**src/rtl/sim_mailbox_pkg.sv**
```systemverilog
// rtl/sim_mailbox_pkg.sv - register offsets and result codes for the simulation mailbox
package sim_mailbox_pkg;

    localparam logic [7:0] REG_STATUS  = 8'h00;
    localparam logic [7:0] REG_CONSOLE = 8'h04;
    localparam logic [7:0] REG_CYCLE   = 8'h08;
    localparam logic [7:0] REG_WDOG    = 8'h0C;
    localparam logic [7:0] REG_LEVEL   = 8'h10;

    localparam logic [1:0] RES_NONE    = 2'b00;
    localparam logic [1:0] RES_PASS    = 2'b01;
    localparam logic [1:0] RES_FAIL    = 2'b10;
    localparam logic [1:0] RES_TIMEOUT = 2'b11;

endpackage

```
**src/rtl/sim_mailbox_fifo.sv**
```systemverilog
// rtl/sim_mailbox_fifo.sv - console byte FIFO with wrap-bit pointers
module sim_mailbox_fifo #(
    parameter int FIFO_DEPTH = 8
) (
    input  logic                          clk,
    input  logic                          rst,
    input  logic                          push,
    input  logic [7:0]                    push_data,
    input  logic                          pop,
    output logic [7:0]                    head,
    output logic                          full,
    output logic                          empty,
    output logic [$clog2(FIFO_DEPTH):0]   level
);

    localparam int AW = $clog2(FIFO_DEPTH);

    logic [7:0]  mem [FIFO_DEPTH];
    logic [AW:0] wr_ptr;
    logic [AW:0] rd_ptr;
    logic        do_push;
    logic        do_pop;

    assign empty   = (wr_ptr == rd_ptr);
    assign full    = (wr_ptr[AW] != rd_ptr[AW]) && (wr_ptr[AW-1:0] == rd_ptr[AW-1:0]);
    assign level   = wr_ptr - rd_ptr;
    assign head    = empty ? 8'h00 : mem[rd_ptr[AW-1:0]];
    assign do_pop  = pop && !empty;
    // a simultaneous pop frees the slot the push needs when full
    assign do_push = push && (!full || do_pop);

    always_ff @(posedge clk) begin
        if (rst) begin
            wr_ptr <= '0;
            rd_ptr <= '0;
        end else begin
            if (do_push) wr_ptr <= wr_ptr + 1'b1;
            if (do_pop)  rd_ptr <= rd_ptr + 1'b1;
        end
    end

    always_ff @(posedge clk) begin
        if (do_push && !rst) mem[wr_ptr[AW-1:0]] <= push_data;
    end

endmodule

```
**src/rtl/sim_mailbox_apb.sv**
```systemverilog
// rtl/sim_mailbox_apb.sv - APB end-of-test mailbox with console FIFO, cycle counter and watchdog
module sim_mailbox_apb
    import sim_mailbox_pkg::*;
#(
    parameter int FIFO_DEPTH = 8,
    parameter int ADDR_W     = 12
) (
    input  logic              pclk,
    input  logic              preset,
    input  logic              psel,
    input  logic              penable,
    input  logic              pwrite,
    input  logic [ADDR_W-1:0] paddr,
    input  logic [31:0]       pwdata,
    output logic [31:0]       prdata,
    output logic              pready,
    output logic              pslverr,
    output logic              char_vld,
    output logic [7:0]        char_data,
    input  logic              char_rdy,
    output logic              sim_done,
    output logic [1:0]        sim_result
);

    localparam int LW = $clog2(FIFO_DEPTH) + 1;

    logic [ADDR_W-3:0] word_idx;
    logic              unused_addr_bits;
    logic              access, complete, wr_done;
    logic              is_status, is_console, is_cycle, is_wdog, is_level, hit;
    logic              fifo_full, fifo_empty, fifo_pop;
    logic [LW-1:0]     fifo_level;
    logic [31:0]       cycle_cnt;
    logic [31:0]       wdog;
    logic              status_set, wdog_load, wdog_expire;

    assign word_idx         = paddr[ADDR_W-1:2];
    assign unused_addr_bits = ^paddr[1:0];

    assign is_status  = (word_idx == (ADDR_W-2)'(REG_STATUS  >> 2));
    assign is_console = (word_idx == (ADDR_W-2)'(REG_CONSOLE >> 2));
    assign is_cycle   = (word_idx == (ADDR_W-2)'(REG_CYCLE   >> 2));
    assign is_wdog    = (word_idx == (ADDR_W-2)'(REG_WDOG    >> 2));
    assign is_level   = (word_idx == (ADDR_W-2)'(REG_LEVEL   >> 2));
    assign hit        = is_status | is_console | is_cycle | is_wdog | is_level;

    // reset aborts any transfer in flight
    assign access   = psel && penable && !preset;
    assign fifo_pop = char_vld && char_rdy;
    assign pready   = access && !(pwrite && is_console && fifo_full && !char_rdy);
    assign pslverr  = access && !hit;
    assign complete = pready;
    assign wr_done  = complete && pwrite;

    assign char_vld = !fifo_empty;

    sim_mailbox_fifo #(.FIFO_DEPTH(FIFO_DEPTH)) u_fifo (
        .clk       (pclk),
        .rst       (preset),
        .push      (wr_done && is_console),
        .push_data (pwdata[7:0]),
        .pop       (fifo_pop),
        .head      (char_data),
        .full      (fifo_full),
        .empty     (fifo_empty),
        .level     (fifo_level)
    );

    always_comb begin
        prdata = 32'h0;
        if (access && !pwrite) begin
            if (is_status)     prdata = {29'b0, sim_done, sim_result};
            else if (is_cycle) prdata = cycle_cnt;
            else if (is_wdog)  prdata = wdog;
            else if (is_level) prdata = 32'(fifo_level);
        end
    end

    assign status_set  = wr_done && is_status && (pwdata[1:0] != RES_NONE) && !sim_done;
    assign wdog_load   = wr_done && is_wdog;
    // a software reload on the final tick cancels the timeout
    assign wdog_expire = (wdog == 32'd1) && !sim_done && !wdog_load;

    always_ff @(posedge pclk) begin
        if (preset) begin
            cycle_cnt  <= 32'h0;
            wdog       <= 32'h0;
            sim_done   <= 1'b0;
            sim_result <= RES_NONE;
        end else begin
            cycle_cnt <= cycle_cnt + 32'd1;
            if (wdog_load)
                wdog <= pwdata;
            else if (wdog != 32'h0 && !sim_done)
                wdog <= wdog - 32'd1;
            if (status_set) begin
                sim_done   <= 1'b1;
                sim_result <= pwdata[1:0];
            end else if (wdog_expire) begin
                sim_done   <= 1'b1;
                sim_result <= RES_TIMEOUT;
            end
        end
    end

endmodule
```
**config.mk**
```make
export PLATFORM = sky130hd
export DESIGN_NAME = sim_mailbox_apb
export DESIGN_NICKNAME = d
export VERILOG_FILES = /design/src/rtl/sim_mailbox_pkg.sv /design/src/rtl/sim_mailbox_fifo.sv /design/src/rtl/sim_mailbox_apb.sv
export SDC_FILE = /design/constraint.sdc
export NUM_CORES = 1
export LEC_CHECK = 0
export ABC_AREA = 1
export CELL_PAD_IN_SITES_DETAIL_PLACEMENT = 2
export CELL_PAD_IN_SITES_GLOBAL_PLACEMENT = 2
export CORE_MARGIN = 3
export CORE_UTILIZATION = 29
export DETAILED_ROUTE_END_ITERATION = 10
export GPL_ROUTABILITY_DRIVEN = 0
export PLACE_DENSITY_LB_ADDON = 0.1
export SLEW_MARGIN = 20
export SYNTH_ARGS = -nofsm -noshare
export SYNTH_HDL_FRONTEND = slang
export SYNTH_SLANG_ARGS = --single-unit
```
**constraint.sdc**
```tcl
create_clock -name pclk -period 2.3 [get_ports pclk]
set_input_delay 0.345 -clock pclk [delete_from_list [all_inputs] [get_ports pclk]]
set_output_delay 0.345 -clock pclk [all_outputs]
set_load 0.02 [all_outputs]
```
==> metrics.md, run 1 <==
| Metric | Value |
|---|---|
| VDD IR max | 0.000538 V |
| CTS buffer count | 17 |
| Setup-failing EPs final | 3 |
| NetSw | 4.37 mW |
| Clock skew | 12.3 ps |
| Die height | 172 um |
| Worst hold path cell count | 2 |
| Top cells by count, synth | nor2_1, nand2_1, inv_1, dfxtp_1, o21ai_0 |
| Synth top area share | 0.242 |
| Sequential share of power | 0.331 |
| Starting Density | 0.300 |
| Sw Ratio | 0.432 |
| Ys Warns | 0 |
| Buffers on Ports | 93 |
| Most frequent cell after synthesis | nor2_1 |
| Synth area leader | edfxtp_1 |
| Max-cap violations | 0 |
| Critical R2R Launch | u_fifo.wr_ptr[0] |
| Crit Path Category | reg2out |
| Area grow syn2layout | 37.0% |
| CORE AREA | 26500 sq um |
| Synth cell types | 42 |
| Max_slew headroom | 0.605 |
| Failing checks | setup timing |
| Crit. End Element | primary output |
| Hold WS | 503 ps |
| Worst path depth | 8 |
| Fmax | 0.421 GHz |
| Arrival @ worst endpoint | 2030 ps |
| Worst setup margin | -74.3 ps |
| Total GRT Usage | 0.227 |
| Bufs and invs on worst path | 2 |
| First-pass GRT wire length | 51000 um |
| DR vias/cell | 5.14 |
| Final antenna-violating net count | 0 |
| Sequential Area | 3490 sq um |
| Total power | 10.1 mW |
| Ys flop type | dfxtp_1 |
| Sequential area share after synthesis | 0.438 |
| WHS Endpoint | u_fifo.rd_ptr[3] |
| Layout cells sized above 1 | 0.232 |
| Worst skew pair latency | 440 ps |
| Status | finished with violations |
| Cell family with most CP delay | adder cells |
| Ant diodes | 0 |
| Post-Syn Area | 7950 sq um |
| Sum of negative setup slack | -120 ps |
| Cell area after layout | 10900 sq um |
| Cells after Synth | 1059 |
| Area of the multi-input gates | 4220 sq um |
| Hold Crit Start | u_fifo.rd_ptr[3] |
| Minimum clock period | 2370 ps |
| Mapped Avg Cell Area | 7.50 sq um |
| # rows | 59 |
| Initial DRC count | 353 |
| Mapped Nets | 1119 |
| HPWL after DPL | 23300 um |
| DRC Markers | 0 |
| Post-synth EDFFs | 64 |
| TritonRoute pass-1 iters | 4 |
| Vias in the first global route | 8746 |
| CP max stage delay | 350 ps |
| Combinational power share | 0.384 |
| P_int | 5.76 mW |
| Via Count | 8110 |
| Critical R2R Capture | sim_result[0] |
| CP startpoint kind | flop |
| Critical Path RT | 1960 ps |
| Tcrit/Tclk final | 1.03 |
| Async SR Flop Fraction | 0 |
| Maximum clock path buffer count | 2 |
| Clk slew on worst S/H paths | 70 ps |
| Pin count of the biggest net entering global routing | 42 |
| Placed inst area | 9810 sq um |
| R2R cell count | 15 |
| P per Cell Area | 931 nW/um^2 |
| Area contributors post-synth | edfxtp_1, dfxtp_1, nor2_1 |
| RSZ-0062 raised after global routing | yes |
| DIE AREA | 29400 sq um |
| Clock sinks | 142 |
| Die span in x | 172 um |
| Final wirelength | 33300 um |
| R2R Setup Slk | 140 ps |
| Final-report max-slew violation count | 0 |
| Htree depth | 4 |
| Grt total ovfl | 0 |
| Worst hold path type | reg2reg |
| CP max FO | 2 |
| Worst-margin pin slew | 593 ps |
| Io pins | 96 |
| # nets final | 1291 |
| CP max-delay cell | fa_2 |
| Post-synthesis sequential element count | 142 |
| Clock share of power | 0.285 |
| Root Buffer | clkbuf_16 |
| Initial antenna violation count | 0 |
| Leak Pwr | 4.34 nW |
| Wirelength per Cell | 21.1 um |
| # fillers | 3030 |
| Fin. Hold Viols | 0 |
| DP Worst Slack | -672 ps |
| CTS tree | yes |
| Worst-path cell chain | inv_2 -> ha_4 -> fa_2 -> xor2_2 -> nor2_2 -> a21oi_2 -> a31oi_1 -> buf_4 |
## worst max-delay path by stage
stage                startpoint          endpoint  slack (ps)
6_report       u_fifo.wr_ptr[0]         prdata[2]         -70
5_1_grt        u_fifo.wr_ptr[0]         prdata[2]        -160
4_1_cts        u_fifo.wr_ptr[0]         prdata[2]        -140
3_5_place_dp           paddr[4]         prdata[4]        -670
3_3_place_gp           paddr[4]        prdata[15]        -600
2_1_floorplan  u_fifo.wr_ptr[0]  u_fifo.mem[2][0]         -50
## cell type report
| cell class | instances | area share |
|---|---|---|
| clock inverter | 15 | 0.0168 |
| clock buffer | 17 | 0.0391 |
| tap | 335 | 0.0385 |
| timing repair buffer | 194 | 0.162 |
| sequential | 142 | 0.321 |
| multi-input combinational | 776 | 0.388 |
| inverter | 100 | 0.0347 |
## worst min-delay path, cell delays in order, from the launching register on
cell	delay, ps
dfxtp_1	330
inv_1	70
a21oi_1	60
## cells in the final DEF, fill, tap and decap left out, types with 8 or more instances in the layout
cell type,count
nor2_2,21
xor2_1,15
inv_1,89
nand4_1,11
dlygate4sd2_1,11
a21oi_1,31
o21ai_1,10
buf_6,17
nor2_1,213
o21ai_0,66
buf_2,11
buf_4,103
nand3_1,58
edfxtp_1,64
clkdlybuf4s50_1,39
nor2_4,8
nand2_2,11
dfxtp_1,71
nor3_1,27
a32oi_1,22
clkbuf_16,19
nand2_1,173
inv_2,10
a31oi_1,12
## what timing repair did
action	CTS	global route
endpoints found under the setup margin	107	108
resized for setup	256	77
hold buffers	0	0
buffers inserted	10	3
gates cloned	3	3
hold endpoints to repair	0	0
pin swaps	23	23
## kinds of logic (layout without fill, tap and decap cells)
family | after synthesis | count (layout) | share of synthesized area
AOI/OAI and AO/OA | 171 | 171 | 0.128
xor gates and xnor gates | 23 | 23 | 0.0254
adders and majority gates | 10 | 10 | 0.0167
buffers and inverters | 141 | 326 | 0.0724
DFF | 142 | 142 | 0.438
and+or+nand+nor | 572 | 572 | 0.319
## power by group through the flow
stage	combinational [mW]	clock [mW]	sequential (mW)
floorplan	2.69	0	3.17
global placement	3.69	0	3.40
detailed placement	3.78	0	3.40
CTS	3.92	2.94	3.36
global route	4.45	3.05	3.38
finish	3.89	2.88	3.35
## flip-flops by register name, summed over array words and instances (netlist names), named ones only
register,cells
cycle_cnt,32
sim_done,1
sim_result,2
u_fifo.mem,64
u_fifo.rd_ptr,4
u_fifo.wr_ptr,4
wdog,32
## routing by layer
| metal | track usage | vias up | routed length (um) |
|---|---|---|---|
| met1 | 0.277 | 4057 | 14400 |
| li1 | - | 3893 | - |
| met4 | 0.0514 | 0 | 323 |
| met2 | 0.417 | 130 | 17600 |
| met3 | 0.0372 | 30 | 940 |
| met5 | 0 | - | 0 |
## per-stage QoR
stage / utilization / cells
2_1_floorplan: - / 1059
3_3_place_gp: 0.370 / 1531
3_5_place_dp: 0.370 / 1531
4_1_cts: 0.399 / 1576
5_1_grt: 0.411 / 1579
6_report: 0.411 / 1579
(Power assumes the default switching activity.)
==> run 2, diff against run 1 <==
Settings changed: PLACE_DENSITY from default to 0.83, PLACE_DENSITY_LB_ADDON 0.1 to default.
==> run 2 against run 1 <==
The flow still finishes with violations (setup timing). Cell count is 0.13% higher. Fmax fell by 4.3%. Clock power is 7.6% higher. Global-route usage rose by 2.1 points. Cell area increased by 1.0%. Non-clock buffer count up 2. Sequential cell count unchanged. Sequential share of layout area is 0.32 points lower. Sequential power up 1%. Worst hold slack improved by 24 ps. Via count grew 6.1%. Highest routed layer unchanged.
==> metrics.md, run 2 (synthesized netlist as in run 1, its figures left out) <==
| Metric | Value |
|---|---|
| Final-report max-slew violation count | 0 |
| Critical Path RT | 1960 ps |
| Hold_buf cts | 0 |
| # fillers | 2999 |
| Total GRT Usage | 0.247 |
| Via Count | 8608 |
| Maximum clock path buffer count | 2 |
| Die span in x | 172 um |
| Root Buffer | clkbuf_16 |
| CP max FO | 4 |
| First-pass GRT wire length | 55500 um |
| CP startpoint kind | flop |
| Max-cap violations | 0 |
| Fmax | 0.403 GHz |
| Fin cells | 1581 |
| Placed cells | 1527 |
| Worst-margin pin slew | 702 ps |
| HPWL after DPL | 24400 um |
| Max_slew headroom | 0.531 |
| Critical R2R Launch | u_fifo.rd_ptr[1] |
| CP max stage delay | 340 ps |
| Wirelength per Cell | 24.4 um |
| CTS tree | yes |
| Die height | 172 um |
| Hold Crit Start | cycle_cnt[27] |
| DRC Markers | 0 |
| Buffers on Ports | 93 |
| Final antenna-violating net count | 0 |
| Crit Path Category | reg2out |
| Hold WS | 527 ps |
| Worst setup margin | -182 ps |
| VDD IR max | 0.000532 V |
| Arrival @ worst endpoint | 2140 ps |
| TritonRoute pass-1 iters | 4 |
| Minimum clock period | 2480 ps |
| CORE AREA | 26500 sq um |
| Fin. Hold Viols | 0 |
| Status | finished with violations |
| Failing checks | setup timing |
| CP max-delay cell | dfxtp_2 |
| Io pins | 96 |
| Ant diodes | 0 |
| Most frequent cells in the layout | nor2_1, nand2_1, buf_4 |
| Setup-failing EPs final | 48 |
| Bufs and invs on worst path | 2 |
| R2R Setup Slk | -70 ps |
| Htree depth | 4 |
| Final wirelength | 38500 um |
| # rows | 59 |
| Layout cells sized above 1 | 0.248 |
| Clk slew on worst S/H paths | 80 ps |
| Pin count of the biggest net entering global routing | 42 |
| Largest register FFs | 64 |
| CTS buffer count | 17 |
| Grt total ovfl | 0 |
| Clock sinks | 142 |
| Initial DRC count | 564 |
| P per Cell Area | 978 nW/um^2 |
| Vias in the first global route | 9490 |
| DIE AREA | 29400 sq um |
| # nets final | 1293 |
| Crit. End Element | primary output |
| Crit path launch | u_fifo.rd_ptr[2] |
| Tcrit/Tclk final | 1.08 |
| RSZ-0062 raised after global routing | yes |
| Area grow syn2layout | 38.4% |
| DR vias/cell | 5.44 |
| Cell family with most CP delay | simple AND/OR/NAND/NOR gates |
| Worst skew pair latency | 450 ps |
| Clock skew | 17.2 ps |
| Leak Pwr | 4.38 nW |
| Starting Density | 0.300 |
| Commonest non-fill, non-tap cell in the layout | nor2_1 |
| Worst-path cell chain | inv_2 -> ha_4 -> nand2_1 -> o21ai_2 -> xor2_1 -> or2_2 -> a21oi_2 -> buf_4 |
| Worst hold path type | reg2reg |
| Initial antenna violation count | 0 |
==> run 2: cell count changes in the layout (fill, tap and decap cells not counted), moves of 5 or more <==
cell / change
buf_2: +12
buf_4: -10
o21ai_0: -5
dlygate4sd2_1: -9
clkbuf_2: +7
nor2_4: +5
==> run 2: worst paths after layout <==
path | to | cells past startpoint
worst max-delay path | prdata[3] | 8
worst min-delay path | cycle_cnt[27] | 2
worst max register to register | u_fifo.mem[6][3] | 13
worst min register to register | cycle_cnt[27] | 2
==> run 2: layer usage <==
metal | track usage | up-vias | routed length (um)
li1 | - | 3897 | -
met1 | 0.275 | 4329 | 14900
met2 | 0.457 | 274 | 20100
met3 | 0.0402 | 108 | 1470
met4 | 0.120 | 0 | 2050
met5 | 0 | - | 0
==> run 2: metrics by stage <==
step	power [mW]	instance area [sq um]	setup TNS, ps	util	setup slack (ps)
after floorplan	5.86	7950	-1460	-	-45.7
after global placement	7.04	9810	-33800	0.370	-599
after detailed placement	7.31	9810	-49740	0.370	-787
after CTS	10.6	10600	-935	0.402	-232
after global routing	11.4	11000	-6390	0.415	-270
final	10.8	11000	-1970	0.415	-182
==> run 2: power by group <==
part / internal [mW] / total [mW] / switching [mW]
Sequential: 2.87 / 3.40 / 0.536
Clock: 1.69 / 3.10 / 1.41
Combinational: 1.47 / 4.25 / 2.79
Total: 6.02 / 10.8 / 4.73
==> run 2: layout make-up <==
cell class,instances,area [sq um],share of cell area
Clock buffer,17,425,0.0387
Multi-Input combinational cell,776,4320,0.393
Sequential cell,142,3490,0.318
Timing Repair Buffer,196,1740,0.159
Inverter,100,378,0.0344
Clock inverter,15,216,0.0197
Tap cell,335,419,0.0381
==> run 2: timing repair <==
action / CTS / global route
gates cloned: 3 / 0
endpoints found under the setup margin: 110 / 107
hold endpoints to repair: 0 / 0
gates resized for setup: 261 / 108
buffers inserted: 12 / 12
pin swaps: 21 / 28
==> run 2: worst min-delay path: cells and delay by family, from the launching register on <==
kind | cells | cell delay [ps]
compound gates | 1 | 50
buf+inv | 1 | 70
flops | 1 | 370
==> run 3, diff against run 2 <==
Settings changed: CORE_UTILIZATION 29 to 35, GPL_ROUTABILITY_DRIVEN 0 to default, PLACE_DENSITY 0.83 to 0.93.
Clock period 2.3 ns to 3.2 ns, I/O delays scaled along.
==> run 3 against run 2 <==
The run now ends clean. Worst hold slack worse by 31 ps. Global-route usage grew 5.3 points. Power down 29%.
==> metrics.md, run 3 (synthesized netlist as in run 1, its figures left out) <==
| Metric | Value |
|---|---|
| Fmax | 0.326 GHz |
| Tcrit/Tclk final | 0.960 |
| # nets final | 1219 |
| Wirelength per Cell | 25.6 um |
| Initial DRC count | 614 |
| GPL Wtd Cong | 0.831 |
| Fin. Hold Viols | 0 |
| Leak Pwr | 4.09 nW |
| Die height | 157 um |
| CP max stage delay | 410 ps |
| Io pins | 96 |
| Placed cells | 1419 |
| First-pass GRT wire length | 56400 um |
| Pin count of the biggest net entering global routing | 42 |
| Placed inst area | 9270 sq um |
| Cell area after layout | 9920 sq um |
| Buffers on Ports | 93 |
| HPWL after DPL | 24300 um |
| Final antenna-violating net count | 0 |
| Sequential share of power | 0.320 |
| Critical Path RT | 2720 ps |
| VDD IR max | 0.000501 V |
| P_int | 4.23 mW |
| Arrival @ worst endpoint | 2590 ps |
| Htree depth | 4 |
| Hold_buf cts | 0 |
| Clock share of power | 0.296 |
| NetSw | 3.36 mW |
| CP max FO | 5 |
| CTS tree | yes |
| Grt total ovfl | 0 |
| Combinational power share | 0.384 |
| Maximum clock path buffer count | 2 |
| Crit. End Element | primary output |
| DRC Markers | 0 |
| # rows | 54 |
| CORE AREA | 22100 sq um |
| Worst-path cell chain | clkdlybuf4s50_1 -> nor2_1 -> nand2_1 -> inv_1 -> nand2_1 -> nor2_1 -> buf_4 -> inv_1 -> a31oi_1 -> dlygate4sd2_1 |
| Clock skew | 12.2 ps |
| Vias in the first global route | 9449 |
| Final-report max-slew violation count | 0 |
| Commonest non-fill, non-tap cell in the layout | nor2_1 |
| DIE AREA | 24500 sq um |
| Clock sinks | 142 |
| Layout cells sized above 1 | 0.102 |
| Largest register FFs | 64 |
| CP startpoint kind | input pin |
| Worst-margin pin slew | 610 ps |
| Bufs and invs on worst path | 5 |
| Ant diodes | 0 |
| Via Count | 8534 |
| Most frequent cells in the layout | nor2_1, nand2_1, inv_1 |
| Cell family with most CP delay | buffers and inverters |
| TritonRoute pass-1 iters | 5 |
| Clk slew on worst S/H paths | 60 ps |
| Minimum clock period | 3070 ps |
| Setup-failing EPs final | 0 |
| Crit Path Category | in2out |
| Fin cells | 1452 |
| RSZ-0062 raised after global routing | no |
| Final wirelength | 37200 um |
| Max_slew headroom | 0.592 |
| Max-cap violations | 0 |
| CTS buffer count | 17 |
| Total GRT Usage | 0.300 |
| Worst hold path type | reg2reg |
| Area grow syn2layout | 24.9% |
| DR vias/cell | 5.88 |
| Starting Density | 0.360 |
| Sw Ratio | 0.443 |
| CP max-delay cell | clkdlybuf4s50_1 |
| Root Buffer | clkbuf_16 |
| Status | finished, final reports clean |
| Worst skew pair latency | 440 ps |
| Initial antenna violation count | 0 |
| Die span in x | 157 um |
| P per Cell Area | 765 nW/um^2 |
run 3: cell types whose count changed in the layout (fill, tap and decap cells not counted), moves of 10 or more:
cell,before,now
nor2_1,211,224
dlygate4sd2_1,2,30
buf_2,23,0
inv_1,86,96
buf_4,93,27
buf_6,16,0
clkdlybuf4s50_1,40,52
inv_2,13,3
o21ai_0,61,74
run 3: worst paths after layout:
kind | from | slack, ps | cells past startpoint | endpoint
worst max register to register | u_fifo.wr_ptr[0] | 150 | 10 | u_fifo.mem[4][0]
worst min-delay path | u_fifo.rd_ptr[3] | 500 | 2 | u_fifo.rd_ptr[3]
worst min register to register | u_fifo.rd_ptr[3] | 500 | 2 | u_fifo.rd_ptr[3]
worst max-delay path | paddr[7] | 130 | 10 | prdata[1]
run 3: power by group through the flow:
stage	sequential [mW]	combinational, mW	clock (mW)
2_1_floorplan	2.28	1.93	0
3_3_place_gp	2.43	2.46	0
3_5_place_dp	2.44	2.66	0
4_1_cts	2.41	2.87	2.24
5_1_grt	2.44	3.21	2.32
6_report	2.43	2.91	2.25
run 3: repair_timing:
| action | in CTS | in global routing |
|---|---|---|
| setup buffers | 1 | 0 |
| setup endpoints to repair | 106 | 11 |
| pin swaps | 1 | 0 |
| gates resized for setup | 40 | 15 |
run 3: worst min-delay path, delay by kind of cell (launching register included):
kind / cells / cell delay [ps]
flip-flops: 1 / 320
AO/OA/AOI/OAI: 1 / 60
buffers and inverters: 1 / 70
run 3: final cells by class:
class | count | area [sq um]
fill | 2472 | 12200
multi-input combinational | 776 | 3920
sequential | 142 | 3490
timing repair buffer | 122 | 1150
clock buffer | 17 | 425
inverter | 100 | 378
tap | 280 | 350
clock inverter | 15 | 219
run 3: through the flow:
step / worst slack (ps) / power, mW / utilization / setup TNS [ps] / hold WS (ps)
after detailed placement: -180 / 5.11 / 0.420 / -4020 / 469
after global routing: 42.7 / 7.97 / 0.449 / 0 / 523
final: 128 / 7.59 / 0.449 / 0 / 496
after global placement: 25.1 / 4.89 / 0.420 / 0 / 452
after CTS: 2.99 / 7.52 / 0.448 / 0 / 497
after floorplan: 854 / 4.21 / - / 0 / 427
run 3: routing by layer:
metal | routed length (um) | global-route usage | up-vias
met5 | 0 | 0 | -
met4 | 2110 | 0.151 | 0
met3 | 1540 | 0.0473 | 136
met2 | 19100 | 0.541 | 335
met1 | 14500 | 0.343 | 4322
li1 | - | - | 3741
